[src/rtl/cache_pkg.sv]
// cache_pkg: default geometry, derived address field widths and controller states
package cache_pkg;
    localparam int NUM_LINES_D      = 4;
    localparam int WORDS_PER_LINE_D = 4;
    localparam int MEM_WAIT_D       = 2;
    localparam int ADDR_W           = 10;
    localparam int WORD_W           = $clog2(WORDS_PER_LINE_D);
    localparam int INDEX_W          = $clog2(NUM_LINES_D);
    localparam int TAG_W            = ADDR_W - 2 - WORD_W - INDEX_W;
    typedef enum logic [1:0] {IDLE, COMPARE, WRITEBACK, ALLOCATE} state_t;
endpackage

[src/rtl/cache_line_store.sv]
// cache_line_store: per-line valid/dirty/tag/data arrays, one read port and one write port
module cache_line_store
    import cache_pkg::*;
#(
    parameter int NUM_LINES      = NUM_LINES_D,
    parameter int WORDS_PER_LINE = WORDS_PER_LINE_D,
    parameter int TAG_BITS       = TAG_W
) (
    input  logic                              clk,
    input  logic                              rst,
    input  logic [$clog2(NUM_LINES)-1:0]      r_index,
    input  logic [$clog2(WORDS_PER_LINE)-1:0] r_word,
    output logic                              r_valid,
    output logic                              r_dirty,
    output logic [TAG_BITS-1:0]               r_tag,
    output logic [31:0]                       r_data,
    input  logic                              w_en,
    input  logic                              w_dirty,
    input  logic                              w_fill,
    input  logic [$clog2(NUM_LINES)-1:0]      w_index,
    input  logic [$clog2(WORDS_PER_LINE)-1:0] w_word,
    input  logic [31:0]                       w_data,
    input  logic [TAG_BITS-1:0]               w_tag
);
    logic [NUM_LINES-1:0] valid, dirty;
    logic [TAG_BITS-1:0]  tag  [NUM_LINES];
    logic [31:0]          data [NUM_LINES][WORDS_PER_LINE];

    assign r_valid = valid[r_index];
    assign r_dirty = dirty[r_index];
    assign r_tag   = tag[r_index];
    assign r_data  = data[r_index][r_word];

    // a fill completes the line: valid with the new tag and clean
    always_ff @(posedge clk or posedge rst)
        if (rst) begin
            valid <= '0;
            dirty <= '0;
            for (int i = 0; i < NUM_LINES; i++) tag[i] <= '0;
        end else if (w_fill) begin
            valid[w_index] <= 1'b1;
            dirty[w_index] <= 1'b0;
            tag[w_index]   <= w_tag;
        end else if (w_dirty)
            dirty[w_index] <= 1'b1;

    always_ff @(posedge clk)
        if (w_en) data[w_index][w_word] <= w_data;
endmodule

[src/rtl/cache_controller.sv]
// cache_controller: direct-mapped write-back/write-allocate cache between a CPU word port and 1 KiB memory
module cache_controller
    import cache_pkg::*;
#(
    parameter int NUM_LINES      = NUM_LINES_D,
    parameter int WORDS_PER_LINE = WORDS_PER_LINE_D,
    parameter int MEM_WAIT       = MEM_WAIT_D
) (
    input  logic              clk,
    input  logic              rst,
    input  logic              cpu_req,
    input  logic              cpu_rw,
    input  logic [ADDR_W-1:0] cpu_addr,
    input  logic [31:0]       cpu_wdata,
    output logic [31:0]       cpu_rdata,
    output logic              cpu_done,
    output logic              read_write_mem,
    output logic [ADDR_W-1:0] address_mem,
    output logic [31:0]       write_data_mem,
    input  logic [31:0]       read_data_mem,
    input  logic              Done
);
    localparam int WW = $clog2(WORDS_PER_LINE);
    localparam int IW = $clog2(NUM_LINES);
    localparam int TW = ADDR_W - 2 - WW - IW;
    localparam int CW = $clog2(MEM_WAIT + 2);

    state_t            state, state_n;
    logic              rw_q, done_s1, done_s2;
    logic [ADDR_W-1:2] addr_q;
    logic [31:0]       wdata_q, r_data, w_data;
    logic [WW-1:0]     word_cnt, word_n, r_word, w_word;
    logic [CW-1:0]     wait_cnt;
    logic [TW-1:0]     r_tag, req_tag;
    logic [IW-1:0]     req_index;
    logic [ADDR_W-1:0] launch_addr;
    logic              r_valid, r_dirty, hit, step, last, launch, launch_rw;
    logic              w_en, w_dirty, w_fill, unused_ok;

    assign unused_ok   = ^cpu_addr[1:0];
    assign req_tag     = addr_q[ADDR_W-1 -: TW];
    assign req_index   = addr_q[2+WW +: IW];
    assign hit         = r_valid && r_tag == req_tag;
    assign step        = wait_cnt == CW'(MEM_WAIT) && done_s2;
    assign last        = word_cnt == WW'(WORDS_PER_LINE - 1);
    assign word_n      = state == COMPARE ? '0 : word_cnt + WW'(1);
    assign r_word      = state == COMPARE && hit ? addr_q[2 +: WW] : word_n;
    assign launch_addr = {launch_rw ? r_tag : req_tag, req_index, word_n, 2'b00};

    cache_line_store #(
        .NUM_LINES(NUM_LINES), .WORDS_PER_LINE(WORDS_PER_LINE), .TAG_BITS(TW)
    ) u_store (
        .clk(clk), .rst(rst),
        .r_index(req_index), .r_word(r_word), .r_valid(r_valid), .r_dirty(r_dirty),
        .r_tag(r_tag), .r_data(r_data),
        .w_en(w_en), .w_dirty(w_dirty), .w_fill(w_fill), .w_index(req_index),
        .w_word(w_word), .w_data(w_data), .w_tag(req_tag)
    );

    always_ff @(posedge clk or posedge rst)
        if (rst) state <= IDLE;
        else     state <= state_n;

    always_comb begin
        state_n   = state;
        cpu_done  = 1'b0;
        cpu_rdata = '0;
        launch    = 1'b0;
        launch_rw = 1'b0;
        w_en      = 1'b0;
        w_dirty   = 1'b0;
        w_fill    = 1'b0;
        w_word    = addr_q[2 +: WW];
        w_data    = wdata_q;
        case (state)
            IDLE: state_n = cpu_req ? COMPARE : IDLE;
            COMPARE: begin
                if (hit) begin
                    cpu_done  = 1'b1;
                    cpu_rdata = rw_q ? '0 : r_data;
                    w_en      = rw_q;
                    w_dirty   = rw_q;
                    state_n   = IDLE;
                end else begin
                    launch    = 1'b1;
                    launch_rw = r_valid && r_dirty;
                    state_n   = launch_rw ? WRITEBACK : ALLOCATE;
                end
            end
            // the last victim word hands straight over to the first fill read
            WRITEBACK: begin
                launch    = step;
                launch_rw = !last;
                state_n   = step && last ? ALLOCATE : WRITEBACK;
            end
            ALLOCATE: begin
                w_en    = step;
                w_fill  = step && last;
                w_word  = word_cnt;
                w_data  = read_data_mem;
                launch  = step && !last;
                state_n = step && last ? COMPARE : ALLOCATE;
            end
            default: state_n = IDLE;
        endcase
    end

    always_ff @(posedge clk or posedge rst)
        if (rst) begin
            {done_s2, done_s1} <= '0;
            rw_q               <= 1'b0;
            addr_q             <= '0;
            wdata_q            <= '0;
            word_cnt           <= '0;
            wait_cnt           <= '0;
            read_write_mem     <= 1'b0;
            address_mem        <= '0;
            write_data_mem     <= '0;
        end else begin
            {done_s2, done_s1} <= {done_s1, Done};
            if (state == IDLE && cpu_req) begin
                rw_q    <= cpu_rw;
                addr_q  <= cpu_addr[ADDR_W-1:2];
                wdata_q <= cpu_wdata;
            end
            if (launch) begin
                read_write_mem <= launch_rw;
                address_mem    <= launch_addr;
                if (launch_rw) write_data_mem <= r_data;
                word_cnt       <= word_n;
                wait_cnt       <= '0;
            end else if (wait_cnt != CW'(MEM_WAIT))
                wait_cnt <= wait_cnt + CW'(1);
        end
endmodule

[config.mk]
export PLATFORM = sky130hd
export DESIGN_NAME = cache_controller
export DESIGN_NICKNAME = d
export VERILOG_FILES = /design/src/rtl/cache_pkg.sv /design/src/rtl/cache_line_store.sv /design/src/rtl/cache_controller.sv
export SDC_FILE = /design/constraint.sdc
export NUM_CORES = 1
export LEC_CHECK = 0
export ABC_AREA = 1
export CORE_MARGIN = 4
export CORE_UTILIZATION = 50
export CTS_CLUSTER_DIAMETER = 120
export DETAILED_ROUTE_END_ITERATION = 12
export PLACE_DENSITY = 0.8
export RECOVER_POWER = 50
export SLEW_MARGIN = 20
export SYNTH_ARGS = -nofsm -noshare
export SYNTH_HDL_FRONTEND = slang
export SYNTH_HIERARCHICAL = 1
export SYNTH_SLANG_ARGS = --single-unit
[constraint.sdc]
create_clock -name clk -period 5.6 [get_ports clk]
set_clock_uncertainty 0.1 [all_clocks]
set_input_delay 1.12 -clock clk [delete_from_list [all_inputs] [get_ports clk]]
set_output_delay 1.12 -clock clk [all_outputs]
set_load 0.02 [all_outputs]
**Word-level counts from Yosys, hierarchy flattened**

Memories as Yosys holds them, arrays and structs flattened.
Cells that the tools add are included.

- Bits in registers: 114
- Memory bits (writable): 512
- Logic and storage cells: 103
- Input port bits: 79
- Memories: 1
- Output and inout port bits: 76

Memories:

| memory | depth | width | read ports | clocked after memory_dff | wr ports | RTL line | RTL |
|---|---|---|---|---|---|---|---|
| u_store.data | 4 | 128 | 1 | 0 | 1 | cache_line_store.sv:27 | `logic [31:0] data [NUM_LINES][WORDS_PER_LINE];` |

- Reduce and logical (&&, ||, !) cells: 15
- $lt $le $gt $ge: 7
- Multiplexer cells: 47
- $add $sub $neg: 2
- Bitwise operators: 7
- Eq/ne operators: 7

Operator list:

| operator | count |
|---|---|
| $mux W32 | 7 |
| $mux W128 | 1 |
| $bmux W32 S2 | 1 |
| $demux W32 S2 | 1 |
| $mux W4 | 6 |
| $bwmux W16 | 1 |
| $mux W1 | 14 |
| $mux W2 | 7 |
| $logic_and A1 B1 Y1 | 10 |
| $ge A3 B3 Y1 const B | 3 |
| $not A2 Y3 | 3 |
| $bmux W4 S2 | 1 |
| $demux W4 S2 | 1 |
| $eq A2 B2 Y1 const B | 4 |
| $or A4 B4 Y4 | 2 |
| $pmux W2 S4 | 1 |
| $lt A3 B1 Y1 const B | 2 |
| $add A2 B1 Y2 const B | 2 |
| $and A4 B4 Y4 | 1 |
| $bmux W1 S2 | 2 |
| $eq A4 B4 Y1 | 1 |
| $not A4 Y4 | 1 |
| $pmux W1 S2 | 2 |
| $reduce_bool A2 Y1 | 2 |
| other kinds (9) | 9 |

**Depth between registers and ports, before layout**

- Depth in word-level cells: 15
- Gate-level depth with buffers: 21
- Mapped depth without buffers: 17

**Cells and area by module**

The synthesis kept the hierarchy.

By module, submodules not included:

| module | times used | cells each | area an instance (µm²) |
|---|---|---|---|
| cache_line_store | 1 | 2210 | 23109.7 |
| cache_controller | 1 | 548 | 4324.1 |

**Worst setup path before layout**

Ideal clock, no wire load.

- Path type: register to output
- Start point: reg addr_q[4] in the netlist's numbering
- End point: out cpu_rdata[10]
- Setup slack: 1.163 ns
- Stages on the path, launching flop included: 21
- Data required time: 4.380 ns
- Buffers on the path: 5
- Data arrival time: 3.217 ns
- Cell sequence: dfrtp_1 -> buf_4 -> inv_4 -> buf_4 -> buf_2 -> nor2_1 -> o22ai_1 -> inv_1 -> nand2_1 -> nand2_1 -> nor2_1 -> nand3_2 -> nor2_1 -> inv_1 -> o21ai_0 -> clkbuf_1 -> buf_1 -> nand3_1 -> nand2_1 -> inv_1 -> nor2_1

- Cells in the longest elaborated chain, start to end: 15
- Elaborated cells on any way between the ends: 18
- Those cells by class: 1 x eq/ne; 12 x mux; 2 x bitwise; 2 x reduce/logical; 1 x memory

RTL lines:

| item | RTL line | RTL |
|---|---|---|
| start, declared | cache_controller.sv:30 | `logic [ADDR_W-1:2] addr_q;` |
| start signal, assigned | cache_controller.sv:123 | `addr_q <= cpu_addr[ADDR_W-1:2];` |
| $not A2 Y3 (implied by the code) | cache_line_store.sv:31 | `assign r_tag = tag[r_index];` |
| $bmux W4 S2 | cache_line_store.sv:31 |  |
| $mux W4 (implied by the code) (2 in series) | cache_line_store.sv:31 |  |
| named net r_tag[0] | cache_controller.sv:34 | `logic [TW-1:0] r_tag, req_tag;` |
| $eq A4 B4 Y1 | cache_controller.sv:43 | `assign hit = r_valid && r_tag == req_tag;` |
| $logic_and A1 B1 Y1 | cache_controller.sv:43 |  |
| $logic_and A1 B1 Y1 | cache_controller.sv:47 | `assign r_word = state == COMPARE && hit ? addr_q[2 +: WW] : word_n;` |
| $mux W2 | cache_controller.sv:47 |  |
| named net r_word[1] | cache_controller.sv:32 | `logic [WW-1:0] word_cnt, word_n, r_word, w_word;` |
| $not A2 Y3 (implied by the code) | cache_line_store.sv:32 | `assign r_data = data[r_index][r_word];` |
| $bmux W32 S2 | cache_line_store.sv:32 |  |
| $mux W32 (implied by the code) (2 in series) | cache_line_store.sv:32 |  |
| named net r_data[10] | cache_controller.sv:31 | `logic [31:0] wdata_q, r_data, w_data;` |
| $mux W32 | cache_controller.sv:80 | `cpu_rdata = rw_q ? '0 : r_data;` |
| $mux W32 | cache_controller.sv:78 | `if (hit) begin` |
| $mux W32 | cache_controller.sv:75 | `case (state)` |
| end, declared | cache_controller.sv:15 | `output logic [31:0] cpu_rdata,` |

The timed path passes the listed nets, and every way through them passes these cells. The select of a mux whose other input is x is not followed.

**Worst setup path after layout**

- Start point: reg addr_q[5] in the netlist's numbering
- End point: out cpu_rdata[11]

The elaborated chain is that of the path after synthesis.

==> results by group <==
Synth
  • Share of synthesized area occupied by flip-flops and latches: 66.3%
  • Mapped Area: 0.0274 mm²
  • Library cell with the highest instance count after synthesis: sky130_fd_sc_hd__nand2_1
  • Count of flip-flops with a built-in enable after synthesis: 512
  • Cell count after synthesis: 2758
  • Post-synthesis register bit count: 624
  • Library cells used by synthesis: 28
  • Dominant cells by area after synthesis: sky130_fd_sc_hd__edfxtp_1 (56%), sky130_fd_sc_hd__nand2_1 (12%), sky130_fd_sc_hd__dfrtp_1 (10%), sky130_fd_sc_hd__nand3_1 (7.3%), sky130_fd_sc_hd__inv_1 (6.4%)
  • Share of async-settable or async-resettable flops after synthesis: 17.9%
  • Most used flip-flop cell after synthesis: sky130_fd_sc_hd__edfxtp_1
  • Largest area contributor in the synthesized netlist: sky130_fd_sc_hd__edfxtp_1
  • Top post-synthesis cells by count: sky130_fd_sc_hd__nand2_1 (901), sky130_fd_sc_hd__edfxtp_1 (512), sky130_fd_sc_hd__inv_1 (469)
  • Top-area cell type share of the netlist area: 56.0%
  • Synthesized area per cell: 9.95 µm²
  • Count of warnings emitted by yosys: 6

Timing
  • Setup repair after global routing missed its margin: false
  • Final setup slack of the worst path: 265 ps
  • Setup_tns: 0 ps
  • Part of the cycle the worst path needs: 95.3%
  • Slew Limit Fails: 185
  • Number of hold-slack violations in the final timing report: 0
  • Worst-case headroom to the max-slew limit: -89.2%
  • Max Clk Rate: 0.187 GHz
  • Slew at the pin closest to its max-slew limit: 2820 ps
  • Total setup violations reported at the end of the flow: 0
  • Min Tclk post-route: 5330 ps

Power and ir drop
  • Maximum vdd drop: 382 µV
  • Pwr per Cell Area: 544 mW/mm²
  • Share of total power in combinational logic: 36.9%
  • Switching power summed over all nets: 6.59 mW
  • Switching part of the total power: 38.0%
  • Total internal power: 10.7 mW
  • Share of power burned in registers: 37.2%
  • Part of the total power dissipated in the clock network: 25.9%
  • Standby leakage power: 14.4 nW

Job
  • Count of max-cap constraint violations: 6

Detailed routing
  • Number of routed nets with antenna violations: 0
  • Length of the first detailed-routing pass in iterations: 6
  • Count of unresolved DRC violations after routing: 0
  • Vias/cell: 5.32
  • Average routed wire per standard cell: 18.5 µm
  • Final wirelength: 67.6 mm
  • Vias post-DR: 19400
  • Violation count after the first detailed-route iteration: 2189

Global route
  • Total routing resource utilization after global routing: 22.4%
  • Pin count of the biggest net entering global routing: 89
  • Antenna violations before repair: 0
  • Vias in the first global route: 19100
  • Global-route congestion overflow total: 0
  • Global-route wire length before repair: 104 mm

Clock network
  • Num CTS Buffers: 68
  • CTS tree: built
  • H-tree levels: 3
  • Post-CTS Hold Buffers: 0
  • Sink Count: 624
  • CTS Root Cell: sky130_fd_sc_hd__clkbuf_16
  • Register clock-pin slew on the reported worst setup and hold paths: 60 ps
  • Clock latency on the worst-skew pair: 590 ps
  • Maximum root-to-sink buffer count: 3

Die
  • X dimension of the die: 242 µm
  • Initial cell density of the core: 50.8%
  • Die Area: 0.0587 mm²
  • Number of core rows: 85
  • Ports placed on the boundary: 155
  • Die Y: 242 µm
  • Floorplan Core Area: 0.0540 mm²

Cells and area
  • Signed area change from the synthesized netlist to the final layout: 16.1%
  • Area used by multi-input combinational logic: 0.00676 mm²
  • Sequential Area: 0.0182 mm²
  • Ant. Diodes: 0
  • Fill cell count: 4133
  • Nets: 2987
  • Proportion of layout cells with a drive suffix above 1: 6.57%

Critical path
  • Worst setup slack for register-to-register paths: 1370 ps
  • Critical path type: register to output port
  • Beginning of the worst register-to-register path: addr_q[5]
  • End of the worst register-to-register path: u_store/data[3][55]
  • WP data required: 4380 ps
  • CP startpoint: addr_q[5]
  • Number of cells on the worst reg-to-reg path: 14
  • Slowest CP cell: sky130_fd_sc_hd__dfrtp_4
  • Data arrival time of the critical path: 4110 ps
  • Largest fanout on the critical path: 47
  • Crit end category: output port
  • Type of element launching the critical path: register
  • End of the critical path: cpu_rdata[11]
  • Delay of the slowest cell on the worst path: 620 ps
  • Cell Chain, Critical Path: inv_4, o21ai_0, o22ai_1, inv_1, nand2_1, nand2_1, nor2_1, nand3_2, nor2_1, inv_1, o22ai_4, inv_4, buf_12, nand3_1, nand3_1, nand2_1, inv_1, nor2_1, dlygate4sd2_1

Outcome
  • Violated checks: max-capacitance violations, max-slew violations
  • Result of the run: finished with violations

Placement
  • RePlAce Congestion: 0.794
  • Placed wire-length estimate: 37.4 mm
  • Total of buffers placed on input and output ports: 150
  • Pre-CTS setup slack: 503 ps

Worst hold path
  • Tightest Hold Check Type: register to register
-- worst min-delay path by stage --
stage / slack, ps / depth (start not counted) / startpoint / to
final: 270 / 0 / done_s1 / done_s2
after floorplan: 230 / 0 / done_s1 / done_s2
after global placement: 230 / 0 / done_s1 / done_s2
after global routing: 270 / 0 / done_s1 / done_s2
after CTS: 260 / 0 / done_s1 / done_s2
after detailed placement: 250 / 0 / done_s1 / done_s2
-- layout by cell type (no fill, tap or decap), drive strengths merged, types with 7 or more instances in the layout --
cell type and count:
nand2 903, edfxtp 512, inv 475, nand3 402, clkdlybuf4s50 122, dfrtp 112, clkbuf 104, nor2 96
o21ai 51, buf 44, a21oi 29, dlymetal6s2s 24, mux2 20, clkinv 20, bufinv 9, ha 7
o22ai 7
-- cell type report --
cell class	instances	area share, %
clock buffers	91	5.81
repair buffers	207	6.28
flip-flops and latches	624	57.1
inverters	476	5.67
clock inverters	31	1.18
multi-input cells	1524	21.2
well taps	696	2.73
-- logic make-up (layout without fill, tap and decap cells) --
| group | after synthesis | after routing | share of synthesized area, % |
|---|---|---|---|
| other | 1 | 2 | 0.0137 |
| xor gates and xnor gates | 2 | 2 | 0.0639 |
| buffers and inverters | 611 | 805 | 9.67 |
| and+or+nand+nor | 1404 | 1404 | 21.2 |
| muxes | 20 | 20 | 0.821 |
| DFF | 624 | 624 | 66.3 |
| AOI/OAI and AO/OA | 89 | 89 | 1.66 |
| adders and majority gates | 7 | 7 | 0.319 |
-- flip-flops by register name, summed over array words and instances (netlist names), 2 cells and up, named ones only --
signal and flops:
addr_q 8, address_mem 7, state 2, u_store/data 512, u_store/tag 16, u_store/valid 4
wait_cnt 2, wdata_q 32, write_data_mem 32
-- power groups by stage --
stage	Clock, mW	Combinational [mW]	Sequential (mW)
after floorplan	0	4.20	6.60
after global placement	0	6.10	6.50
after detailed placement	0	6.24	6.52
after CTS	4.53	6.32	6.43
after global routing	4.75	7.01	6.48
final	4.48	6.39	6.45
-- metrics by stage --
| step | cell area, µm² | power (mW) | util, % | cells | hold WS [ps] |
|---|---|---|---|---|---|
| after detailed placement | 29600 | 12.8 | 54.7 | 3525 | 251 |
| after global routing | 31800 | 18.2 | 58.9 | 3649 | 269 |
| final | 31800 | 17.3 | 58.9 | 3649 | 265 |
| after CTS | 31800 | 17.3 | 58.9 | 3647 | 265 |
| after floorplan | 27400 | 10.8 | - | 2759 | 231 |
| after global placement | 29600 | 12.6 | 54.7 | 3525 | 232 |
-- repair_timing --
| item | 4_1_cts | 5_1_grt |
|---|---|---|
| gates cloned | 0 | 1 |
| setup buffers | 0 | 1 |
| gates resized for setup | 3 | 30 |
| setup endpoints to repair | 21 | 32 |
-- worst max-delay path, delay by kind of cell, from the launching register on --
family	cells	cell delay [ps]
buffers and inverters	7	1270
AND/OR/NAND/NOR	9	1100
flip-flops	1	620
AO/OA/AOI/OAI	3	500
-- routing by layer --
| layer | GRT usage, % | wire length, µm | vias to the layer above |
|---|---|---|---|
| li1 | - | - | 9093 |
| met1 | 29.6 | 26400 | 9124 |
| met2 | 37.6 | 32600 | 1045 |
| met3 | 4.63 | 6900 | 134 |
| met4 | 7.36 | 1640 | 0 |
| met5 | 0 | 0 | - |
(Power assumes the default switching activity.)
